$ cat config.mk
export PLATFORM = sky130hd
export DESIGN_NAME = fft_frame_writer
export DESIGN_NICKNAME = d
export VERILOG_FILES = /design/src/rtl/fft_frame_writer.sv
export SDC_FILE = /design/constraint.sdc
export NUM_CORES = 1
export LEC_CHECK = 0
export CELL_PAD_IN_SITES_DETAIL_PLACEMENT = 0
export CELL_PAD_IN_SITES_GLOBAL_PLACEMENT = 1
export CORE_UTILIZATION = 25
export CTS_BUF_LIST = sky130_fd_sc_hd__clkbuf_16
export DETAILED_ROUTE_END_ITERATION = 6
export MAX_ROUTING_LAYER = met4
export PLACE_DENSITY = 0.67
export SKIP_CTS_REPAIR_TIMING = 1
export SYNTH_ARGS = -nofsm -noshare
export SYNTH_HDL_FRONTEND = slang
export SYNTH_SLANG_ARGS = --single-unit
$ cat constraint.sdc
create_clock -name clk -period 2.5 [get_ports clk]
set_input_delay 0.5 -clock clk [delete_from_list [all_inputs] [get_ports clk]]
set_output_delay 0.5 -clock clk [all_outputs]
set_load 0.05 [all_outputs]
$ cat src/rtl/fft_frame_writer.sv
// Captures one 256-point FFT output frame into the re/im frame RAMs through port A.
// Holds frame_ready until acknowledged; index-0 frame starts arriving meanwhile are dropped and counted.
module fft_frame_writer #(
    parameter int DW  = 23,
    parameter int AW  = 8,
    parameter int FCW = 16
) (
    input  logic           clk,
    input  logic           rst,
    input  logic           fft_dv,
    input  logic [AW-1:0]  fft_index,
    input  logic [DW-1:0]  fft_re,
    input  logic [DW-1:0]  fft_im,
    input  logic           frame_ack,
    output logic           wea,
    output logic [AW-1:0]  addra,
    output logic [DW-1:0]  dina_re,
    output logic [DW-1:0]  dina_im,
    output logic           frame_ready,
    output logic [FCW-1:0] frame_cnt,
    output logic [7:0]     drop_cnt,
    output logic           seq_err
);

    // state | meaning
    // IDLE  | waiting for an index-0 sample to start a frame
    // WRITE | capturing, next expected index in exp_idx
    // HOLD  | frame complete and stored, waiting for frame_ack
    typedef enum logic [1:0] {IDLE, WRITE, HOLD} state_t;

    localparam logic [AW-1:0] LAST_IDX = '1;

    state_t         state, state_nx;
    logic [AW-1:0]  exp_idx, exp_idx_nx;
    logic           pend, pend_nx;
    logic           take;
    logic           wea_nx;
    logic [AW-1:0]  addra_nx;
    logic [DW-1:0]  dina_re_nx, dina_im_nx;
    logic           frame_ready_nx;
    logic [FCW-1:0] frame_cnt_nx;
    logic [7:0]     drop_cnt_nx;
    logic           seq_err_nx;

    always_ff @(posedge clk) begin
        if (rst) begin
            state       <= IDLE;
            exp_idx     <= '0;
            pend        <= 1'b0;
            wea         <= 1'b0;
            addra       <= '0;
            dina_re     <= '0;
            dina_im     <= '0;
            frame_ready <= 1'b0;
            frame_cnt   <= '0;
            drop_cnt    <= '0;
            seq_err     <= 1'b0;
        end else begin
            state       <= state_nx;
            exp_idx     <= exp_idx_nx;
            pend        <= pend_nx;
            wea         <= wea_nx;
            addra       <= addra_nx;
            dina_re     <= dina_re_nx;
            dina_im     <= dina_im_nx;
            frame_ready <= frame_ready_nx;
            frame_cnt   <= frame_cnt_nx;
            drop_cnt    <= drop_cnt_nx;
            seq_err     <= seq_err_nx;
        end
    end

    always_comb begin
        state_nx       = state;
        exp_idx_nx     = exp_idx;
        pend_nx        = 1'b0;
        take           = 1'b0;
        wea_nx         = 1'b0;
        addra_nx       = addra;
        dina_re_nx     = dina_re;
        dina_im_nx     = dina_im;
        frame_ready_nx = frame_ready;
        frame_cnt_nx   = frame_cnt;
        drop_cnt_nx    = drop_cnt;
        seq_err_nx     = 1'b0;

        // pend delays frame_ready one cycle so it rises after the last write is visible
        if (pend) begin
            frame_ready_nx = 1'b1;
            frame_cnt_nx   = frame_cnt + FCW'(1);
        end

        case (state)
            IDLE: begin
                if (fft_dv && fft_index == '0) begin
                    take       = 1'b1;
                    exp_idx_nx = AW'(1);
                    state_nx   = WRITE;
                end
            end
            WRITE: begin
                if (fft_dv) begin
                    if (fft_index == exp_idx) begin
                        take       = 1'b1;
                        exp_idx_nx = exp_idx + AW'(1);
                        if (exp_idx == LAST_IDX) begin
                            state_nx = HOLD;
                            pend_nx  = 1'b1;
                        end
                    end else begin
                        seq_err_nx = 1'b1;
                        if (fft_index == '0) begin
                            take       = 1'b1;
                            exp_idx_nx = AW'(1);
                        end else begin
                            state_nx = IDLE;
                        end
                    end
                end
            end
            HOLD: begin
                if (fft_dv && fft_index == '0 && drop_cnt != 8'hFF)
                    drop_cnt_nx = drop_cnt + 8'd1;
                // ack only counts once the reader could have seen frame_ready
                if (frame_ready && frame_ack) begin
                    frame_ready_nx = 1'b0;
                    state_nx       = IDLE;
                end
            end
            default: state_nx = IDLE;
        endcase

        if (take) begin
            wea_nx     = 1'b1;
            addra_nx   = fft_index;
            dina_re_nx = fft_re;
            dina_im_nx = fft_im;
        end
    end

endmodule

After elaboration in Yosys (flattened, before gate mapping)
Index checks and enable logic that the tools add are counted.

storage, ports and cells
  bits in read-only memories = 0
  memories = 0
  input port bits = 58
  logic and storage cells = 62
  bits in writable memories = 0
  bits in latches = 0
  output and inout port bits = 81
  register bits after elaboration = 92

cells by class
  mux-type cells = 23
  eq/ne operators = 11
  divide/modulo/power cells = 0
  add/sub/neg operators = 3
  reductions and logical operators = 11
  bitwise operators = 3
  order comparisons = 0
  shift operators = 0
  multiply operators = 0

operator list
  operator                                             count
  two-way mux 8 bit                                    4
  adder 16 x 1 -> 16 bit, second input constant        1
  adder 8 x 1 -> 8 bit, second input constant          2
  one-hot mux 8 bit (2 select lines)                   1
  two-way mux 2 bit                                    6
  two-way mux 1 bit                                    10
  != test 3 bit, second input constant                 3
  equality test 8 bit                                  1
  equality test 8 bit, second input constant           1
  logical NOT 8 bit                                    1
  != test 8 bit, second input constant                 1
  != test 2 bit, second input constant                 3
  one-hot mux 2 bit (3 select lines)                   1
  AND reduction 5 bit                                  1
  AND reduction 4 bit                                  1
  OR reduction 4 bit                                   1
  logical AND 1 bit                                    3
  inverter 1 bit                                       3
  OR reduction 3 bit                                   1
  equality test 2 x 1 -> 1 bit, second input constant  1
  equality test 2 bit, second input constant           1
  logical NOT 2 bit                                    1
  one-hot mux 1 bit (2 select lines)                   1
  AND reduction 2 bit                                  1
  nonzero test 2 bit                                   1

Depth between registers and ports, before layout
  depth in word-level cells = 6
  gate-level depth with buffers = 8
  depth with buffers taken out = 6

Least setup slack after synthesis
Ideal clock, no wire load.

  path type = register -> register
  start = reg drop_cnt[0]
  end = reg drop_cnt[5]
  setup slack = 0.522 ns
  library setup time = 0.128 ns
  required time = 2.372 ns
  buffers on the path = 0
  clock period less this slack = 1.978 ns
  arrival = 1.851 ns
  cell stages (with the launch flop) = 7
  cell sequence = dfxtp_1 > ha_1 > nand3_1 > o2111ai_1 > nor3_1 > xnor2_1 > nor2_1

on the way
  cells in the longest elaborated chain, start to end = 3
  elaborated cells between the ends (all ways) = 4
  those cells by class = 1 x add/sub; 1 x eq/ne; 2 x reduce/logical

RTL lines
  item                                                          RTL line  source
  start: declaration                                            21        output logic [7:0] drop_cnt,
  start signal: assignment                                      68        drop_cnt <= drop_cnt_nx;
  branches (longest 3 deep; another with adder 8 x 1 -> 8 bit)  n/a

Parallel ways; which one is timed is not known.
A chain may end at the register's enable or synchronous reset.

Worst setup path in the final report
  start = in fft_index[5]
  end = reg dina_re[9]

on the way
  cells in the longest elaborated chain, start to end = 5
  elaborated cells between the ends (all ways) = 8
  those cells by class = 1 x eq/ne; 5 x mux; 2 x reduce/logical

RTL lines
  item                                    RTL line  source
  start: declaration                      11        input logic [AW-1:0] fft_index,
  logical NOT 8 bit                       95, 112
  two-way mux 1 bit                       112       if (fft_index == '0) begin
  two-way mux 1 bit                       103       if (fft_index == exp_idx) begin
  two-way mux 1 bit                       102       if (fft_dv) begin
  one-hot mux 1 bit (2 select lines) (*)  93        case (state)
  end signal: assignment                  64        dina_re <= dina_re_nx;
  end: declaration                        17        output logic [DW-1:0] dina_re,

Mark *: on every way between the ends. The rest lies on a longest branch, timed or not.

==> results by group <==
Timing
  • Slew HR: 59.3%
  • Clock skew: approximately 0.0037 ns
  • Final period util: 91.6%
  • Final setup vio count: 0
  • Slew Viols, Final: 0
  • Final hold viol count: 0
  • Final min period: 2.29 ns
  • F_max: between 0.4 and 0.5 GHz
  • Setup TNS Final: 0 ns
  • RSZ-0062 raised after global routing: no
  • Worst Tran Pin Value: 0.611 ns

Global routing
  • Met1 track demand over resource: 16.8%
  • Initial antenna violation count: 0
  • Pin count of the biggest net entering global routing: 58
  • Via count of the first global-routing pass: roughly 3600
  • Global Route Usage Sum: around 14%
  • Global-route wire length before repair: about 18000 um
  • Met3 Usage GRT: 3.85%
  • GR Util met2: 22.2%
  • Grt ovf: 0
  • Global route hottest layer: met2

Setup path
  • CP bufs+invs: 3
  • Top Family by Delay on Critical Path: simple AND/OR/NAND/NOR gates
  • Critical-path cell list: clkdlybuf4s50_1 > buf_4 > nor4_1 > and2_1 > a31o_1 > buf_12 > nand3_1 > a21oi_1
  • Critical register-to-register path endpoint: addra[5]$_SDFFE_PP0P_
  • Critical Path Sink Type: flop
  • R2R setup slack: ~0.57 ns
  • Number of cells on the critical path: 8
  • Setup CP Type: input pin to flop
  • CP startpoint: fft_index[5]
  • Critical Path End: dina_re[9]$_SDFFE_PP0P_
  • Crit Path Max Fanout: 46
  • FF-to-FF Start: exp_idx[2]$_SDFFE_PP0P_
  • CP Data Required Time: roughly 2.8 ns
  • CP max-delay cell: clkdlybuf4s50_1
  • Max incr delay on CP: 0.45 ns
  • R2R cell count: 6
  • WP data arrival: 2.56 ns
  • CP Launch Type: input pin

Final layout
  • Fillcell total: approximately 1700
  • NumNets Final: 655
  • Layout Cells excl Fill: slightly above 800
  • Share of layout cells above drive strength 1: around 6.7%
  • Layout area overhead: 42.5%
  • Diode count: 0

Routing
  • DRC violations left: 0
  • First-pass DRT Iterations: 4
  • Vias post-DR: 3831
  • Initial drt markers: approximately 170
  • WL/cell: 14.2 um
  • Final wirelength: ~12000 um
  • Antenna-violating nets left: 0
  • Via density: 4.71

Yosys
  • Number of synthesized flops with an enable pin: 0
  • Syn_nets: roughly 530
  • Synthesized area: 4110 um2
  • Cells after Synth: 465
  • YS warnings: 0
  • Yosys cell types: 47
  • #FFs+latches synth: 92
  • Synth top area share: around 45%
  • Synth top area cells: dfxtp_1 (45%), nand3_1 (9.0%), a21oi_1 (7.3%)
  • Seq/Total Area, Yosys: 44.8%
  • Most area-hungry cell type in the Yosys netlist: dfxtp_1
  • Top FF cell, synth: dfxtp_1
  • Asr flop ratio synth: 0%
  • Post-Syn Area per Cell: 8.85 um2

CTS
  • Clk Latency, worst-skew pair: roughly 0.34 ns
  • CTS tree: built
  • Total CTS buffers: 9
  • Reg clk slew, reported paths: 0.06 ns
  • Clock Tree Root: clkbuf_16
  • H-tree levels: 3
  • Clock Sink Count: 92
  • Max clock buf depth: 2

Power
  • Pwr per Cell Area: 508 nW/um2
  • P_leak: 1.97 nW
  • VDD IR-drop max: 298 uV

Floorplan
  • Starting Density: approximately a quarter
  • Io pins: 139
  • Die ar.: 17000 um2
  • Die X: 130 um
  • Die extent in y: 130 um
  • Core Region: 16000 um2
  • FP Rows: 46

Placed design
  • Placed insts: around 800
  • Placer Congestion: 0.786
  • DP HPWL: between 8000 and 9000 um
  • Number of port buffers: roughly 140

Hold path
  • Worst hold path type: input pin to flop

Flow run
  • Max-Cap Viols: 0

Status
  • Status: finished, final reports clean
## cell type report
type | instances | area, um2 | area share [%]
Clock inverter | 5 | 47.5 | 0.811
Multi-Input combinational cell | 329 | 1890 | 32.3
Sequential cell | 92 | 1840 | 31.4
Clock buffer | 9 | 225 | 3.84
Tap cell | 216 | 270 | 4.61
Timing Repair Buffer | 156 | 1560 | 26.6
Inverter | 6 | 22.5 | 0.384
## stage by stage
| step | utilization, % | worst slack (ns) | total power, W | instance area, um2 | hold WS [ns] |
|---|---|---|---|---|---|
| 2_1_floorplan | - | 0.522 | 0.00158 | 4110 | 0.478 |
| 6_report | 36.6 | 0.210 | 0.00298 | 5860 | 0.405 |
| 5_1_grt | 36.6 | 0.107 | 0.00309 | 5860 | 0.395 |
| 3_3_place_gp | 34.9 | -0.0334 | 0.00170 | 5590 | 0.463 |
| 4_1_cts | 36.6 | 0.222 | 0.00302 | 5860 | 0.385 |
| 3_5_place_dp | 34.9 | -0.137 | 0.00169 | 5590 | 0.470 |
## layout by cell type, fill, tap and decap left out, types with 3 or more instances in the layout
| cell | n |
|---|---|
| clkdlybuf4s50_1 | 137 |
| dfxtp_1 | 92 |
| nand3_1 | 74 |
| a21oi_1 | 60 |
| o21ai_1 | 52 |
| nor2_1 | 29 |
| xor2_1 | 19 |
| nand2_1 | 19 |
| buf_4 | 14 |
| o21ai_0 | 9 |
| clkbuf_16 | 9 |
| nand4_1 | 8 |
| inv_1 | 8 |
| xnor2_1 | 7 |
| nor3_1 | 6 |
| and3_1 | 5 |
| or3_1 | 4 |
| buf_12 | 4 |
| o2bb2a_1 | 3 |
| nand3b_1 | 3 |
| and4_1 | 3 |
| ha_1 | 3 |
## state kept, by name, indices dropped and copies added, names as in the netlist, 2 cells and up
| name | cells |
|---|---|
| addra | 8 |
| dina_im | 23 |
| dina_re | 23 |
| drop_cnt | 8 |
| exp_idx | 8 |
| frame_cnt | 16 |
| state | 2 |
## power breakdown
group          internal [W]  total [W]  switching, W  leakage (nW)
sequential          0.00147    0.00147   0.000000605         0.741
combinational      0.000100   0.000194     0.0000938          1.08
clock              0.000754    0.00132      0.000563         0.144
total               0.00232    0.00298      0.000657          1.97
## metal layers
layer / wire (um) / share of wire, %
met5: 0 / 0
met4: 110 / 0.95
met3: 721 / 6.3
met2: 5380 / 47
met1: 5310 / 46
## cell families after synthesis
group	after synthesis	synth area share [%]
compound gates	132	17.3
xor+xnor	26	5.54
fa+ha+maj	3	0.913
buf+inv	44	9.85
flops	92	44.8
mux	2	0.487
simple gates	166	21.2
## worst register-to-register path: stages, from the launching register on
cell and delay [ns]:
dfxtp_1 0.45, xor2_1 0.15, nor4_4 0.46, and3_1 0.38, buf_12 0.17, nand3_1 0.09, a21oi_1 0.15
## worst min-delay path by stage
stage                             start                       end  slack (ns)  depth (start not counted)
2_1_floorplan     state[1]$_SDFFE_PP0P_     state[0]$_SDFFE_PP0P_        0.48                          1
3_3_place_gp   dina_im[22]$_SDFFE_PP0P_  dina_im[22]$_SDFFE_PP0P_        0.46                          2
3_5_place_dp    dina_re[4]$_SDFFE_PP0P_   dina_re[4]$_SDFFE_PP0P_        0.47                          2
4_1_cts                             rst     state[1]$_SDFFE_PP0P_        0.39                          2
5_1_grt                             rst     state[1]$_SDFFE_PP0P_        0.39                          2
6_report                            rst     state[1]$_SDFFE_PP0P_        0.41                          2
## synthesized netlist by cell type, types with 5 or more instances
cell      instances
nand2_1          19
buf_6             7
xnor2_1           7
nor3_1            6
buf_2             8
o21ai_1          52
and3_1            5
o21ai_0           9
a21oi_1          60
dfxtp_1          92
nand4_1           8
xor2_1           19
nor2_1           29
nand3_1          74
inv_1             6
clkbuf_8          7
Note: power is estimated with default switching activity, not from simulation.
==> RTL edit 1, RTL diff (same flow settings) <==
Set the parameter `FCW` to 32 (it was 16).
--- a/src/rtl/fft_frame_writer.sv
+++ b/src/rtl/fft_frame_writer.sv
@@ -4,5 +4,5 @@
     parameter int DW  = 23,
     parameter int AW  = 8,
-    parameter int FCW = 16
+    parameter int FCW = 32
 ) (
     input  logic           clk,
Interface: changed (resized frame_cnt); port bits go from 139 to 155. The function was not compared with the original's and may differ.
==> RTL edit 1 against the unedited design <==
- the run now ends with design-rule violations left
- worst setup slack better by 39 ps
- first-iteration DRC count up 22%
- sequential share of layout area up 0.30 points
- register-to-register slack about the same
- cell count up 13%
- via count up 17%
- design area up 16%
- total power up 17%
- wire length up 21%
- area after synthesis up 13%
- critical path depth down 2
- sequential cell count up 16
- worst hold slack better by 71 ps
- critical path type unchanged
- critical endpoint is now exp_idx[5]
==> RTL edit 1: results (changes against the unedited design) <==
Post-Synth Adder-Cell Area 0.00808 (-0.00104); met1 track demand over resource 0.196 (+0.0275); Clock Skew 6.68 ps (+2.96 ps); RR Endpoint frame_cnt[27]; Critical-path top delay cell nor4_2; critical path startpoint fft_index[7]; largest net degree at the start of global routing 74 (+28%); area share of xor/xnor cells in the synthesized design 0.0698 (+0.0144); Min Hold Slack 476 ps (+70.6 ps); status complete, but fails checks; first-pass GRT wire length 22700 µm (+27%); largest registers frame_cnt x32, dina_im x23, dina_re x23; Worst EP arrival 2490 ps (-70 ps); Yosys top cell area share 0.466 (+0.0178); port bufs 154 (+12%); wire length per cell 15.2 µm (+7.4%); met2 Use GR 0.233 (+0.0114); share of layout cells above drive strength 1 0.0712 (+0.00422); First-pass DRT Iterations 7 (+3); fin nets 744 (+14%); initial DRC count 203 (+22%); highest routed layer met4; DRC 16 (+16); Worst path max stage delay 520 ps (+70 ps); peak fanout along the critical path 6 (-87%); met3 routed WL 794 µm (+10%); routability cong. 0.819 (+4.2%); R2R cell count 5 (-1); met3 Usage GRT 0.0371 (-0.00148); Synth cell types 49 (+4.3%); number of global-route vias before repair 4279 (+18%); failing checks design-rule violations; Commonest cells post-synth 108 x dfxtp_1, 73 x nand3_1, 66 x a21oi_1; leakage 0.00224 µW (+14%); Total Routing Usage GR 0.153 (+0.0144); ranking of synthesized cells by area dfxtp_1 47%, nand3_1 7.9%, a21oi_1 7.1%; Synth Area in Compound Gates 0.177 (+0.00451); Metal-1 WL 6650 µm (+25%); delay-heaviest family, CP simple AND/OR/NAND/NOR gates; Worst VDD drop 0.411 mV (+38%)
[RTL edit 1: changes by cell type after synthesis, moves of 13 or more]
cell / before / now
o21ai_0: 9 / 59
o21ai_1: 52 / 6
clkbuf_1: 4 / 25
xnor2_1: 7 / 20
nor2_1: 29 / 44
dfxtp_1: 92 / 108
[RTL edit 1: stage by stage]
step	area, µm²	std cells	setup WS (ps)
2_1_floorplan	4640	543	356
3_3_place_gp	6500	901	-54.2
3_5_place_dp	6500	901	-102
4_1_cts	6820	917	269
5_1_grt	6820	917	115
6_report	6820	917	249
[RTL edit 1: final cells by class]
class / instances / area (µm²)
Inverter: 9 / 33.8
Sequential cell: 108 / 2160
Timing Repair Buffer: 167 / 1690
Clock inverter: 7 / 91.3
Multi-Input combinational cell: 388 / 2330
Tap cell: 229 / 287
Fill cell: 1799 / 11300
Clock buffer: 9 / 225
[RTL edit 1: where the power goes]
part	internal (µW)	switching (µW)	total [µW]
clock	874	672	1550
combinational	104	103	207
sequential	1720	2.39	1720
==> RTL edit 2, RTL diff (same flow settings) <==
Made on the original files. The 3 states of `state_t` get a one-hot encoding in 3 bits.
--- a/src/rtl/fft_frame_writer.sv
+++ b/src/rtl/fft_frame_writer.sv
@@ -27,5 +27,5 @@
     // WRITE | capturing, next expected index in exp_idx
     // HOLD  | frame complete and stored, waiting for frame_ack
-    typedef enum logic [1:0] {IDLE, WRITE, HOLD} state_t;
+    typedef enum logic [2:0] {IDLE = 3'b001, WRITE = 3'b010, HOLD = 3'b100} state_t;
 
     localparam logic [AW-1:0] LAST_IDX = '1;
Behaviour: no difference found for any inputs over 10 cycles, from zero or initial values and one cycle with rst high; not proved beyond that.
==> RTL edit 2 against the unedited design <==
- via count fell by 6.0%
- worst setup slack worse by 33 ps
- total power fell by 2.3%
- wire length decreased by 9.9%
- design area shrank 2.2%
- sequential cell count rose by 1
- clock power fell by 5%
- area after synthesis down 9.0%
- clock skew rose by 3.8 ps
==> RTL edit 2: results (changes against the unedited design) <==
number of global-route vias before repair 3540 (-2.6%); Critical-path top delay cell or4_1; status finished, final reports clean; placed instance area 5460 µm² (-2.3%); leakage 0.00199 µW (+1.2%); Slew headroom 0.623 (+0.0301); critical path startpoint fft_index[2]; Synthesized Nets 520 (-1.1%); min-delay src dina_im[1]; mux contribution to synthesized area 0.00535 (+0.000480); fillers 1492 (-9.7%); Synth cell types 41 (-13%); share of layout cells above drive strength 1 0.0743 (+0.00726); post-synthesis sequential area ratio 0.497 (+0.0495); Commonest cells post-synth 124 x nand2_1, 93 x dfxtp_1, 64 x a21oi_1; Clock net power 1250 µW (-5%); r2r startpoint exp_idx[0]; DR vias 3602 (-6.0%); ranking of synthesized cells by area dfxtp_1 50%, nand2_1 12%, a21oi_1 8.6%; sequential share of power 0.513 (+0.020); routability cong. 0.778 (-1.0%); fin nets 662 (+1.1%); sw frac 0.225 (+0.00476); Hold WC Path Type flip-flop to flip-flop; first-pass GRT wire length 17400 µm (-3.0%); Power per Cell Area 508 nW/µm² (about the same); Clock Skew 7.51 ps (+3.79 ps); largest registers dina_im x23, dina_re x23, frame_cnt x16; initial DRC count 141 (-15%); Worst EP arrival 2600 ps (+40 ps); Worst path max stage delay 500 ps (+50 ps); wire length per cell 13.1 µm (-7.2%); Worst VDD drop 0.263 mV (-12%); peak fanout along the critical path 3 (-93%); dpl hpwl 7470 µm (-6.8%); Total Routing Usage GR 0.143 (+0.00447); area share of xor/xnor cells in the synthesized design 0.0631 (+0.00779)
-- RTL edit 2: changes by cell type after synthesis, moves of 6 or more --
cell      change
buf_6         -7
clkbuf_1     +11
clkbuf_8      -7
nand2_1     +105
nand3_1      -65
nor2_1        +6
nor3_1        -6
o21ai_1      -51
-- RTL edit 2: path summary, 6_finish.rpt --
kind | slack, ps | end | cells past startpoint
max | 180 | exp_idx[7] | 7
min reg2reg | 450 | dina_im[1] | 2
min | 450 | dina_im[1] | 2
max reg2reg | 440 | exp_idx[7] | 6
-- RTL edit 2: critical path, delay by kind of cell --
family | cells | cell delay [ps]
AOI/OAI and AO/OA | 2 | 470
xor gates and xnor gates | 1 | 190
buffers and inverters | 1 | 470
and+or+nand+nor | 3 | 970
-- RTL edit 2: metrics by stage --
| stage | util | setup slack, ps | instances |
|---|---|---|---|
| CTS | 0.393 | 181 | 790 |
| floorplan | - | 379 | 459 |
| global route | 0.393 | 71.9 | 790 |
| detailed placement | 0.374 | -180 | 774 |
| global placement | 0.374 | -168 | 774 |
| finish | 0.393 | 178 | 790 |
-- RTL edit 2: metal layers --
metal / global-route usage / wire (µm) / share of wire / vias up
met5: - / 0 / 0 / -
met1: 0.170 / 4680 / 0.45 / 1678
met3: 0.0460 / 524 / 0.050 / 6
met2: 0.231 / 5090 / 0.49 / 95
met4: 0.0376 / 87 / 0.0084 / 0
li1: - / - / - / 1823
-- RTL edit 2: cell type report --
class | count | area [µm²] | share of cell area
multi-input combinational | 335 | 1770 | 0.310
tap | 184 | 230 | 0.0402
inverter | 3 | 11.3 | 0.00197
clock buffer | 9 | 225 | 0.0393
clock inverter | 7 | 42.5 | 0.00743
sequential | 93 | 1860 | 0.325
timing repair buffer | 159 | 1580 | 0.276
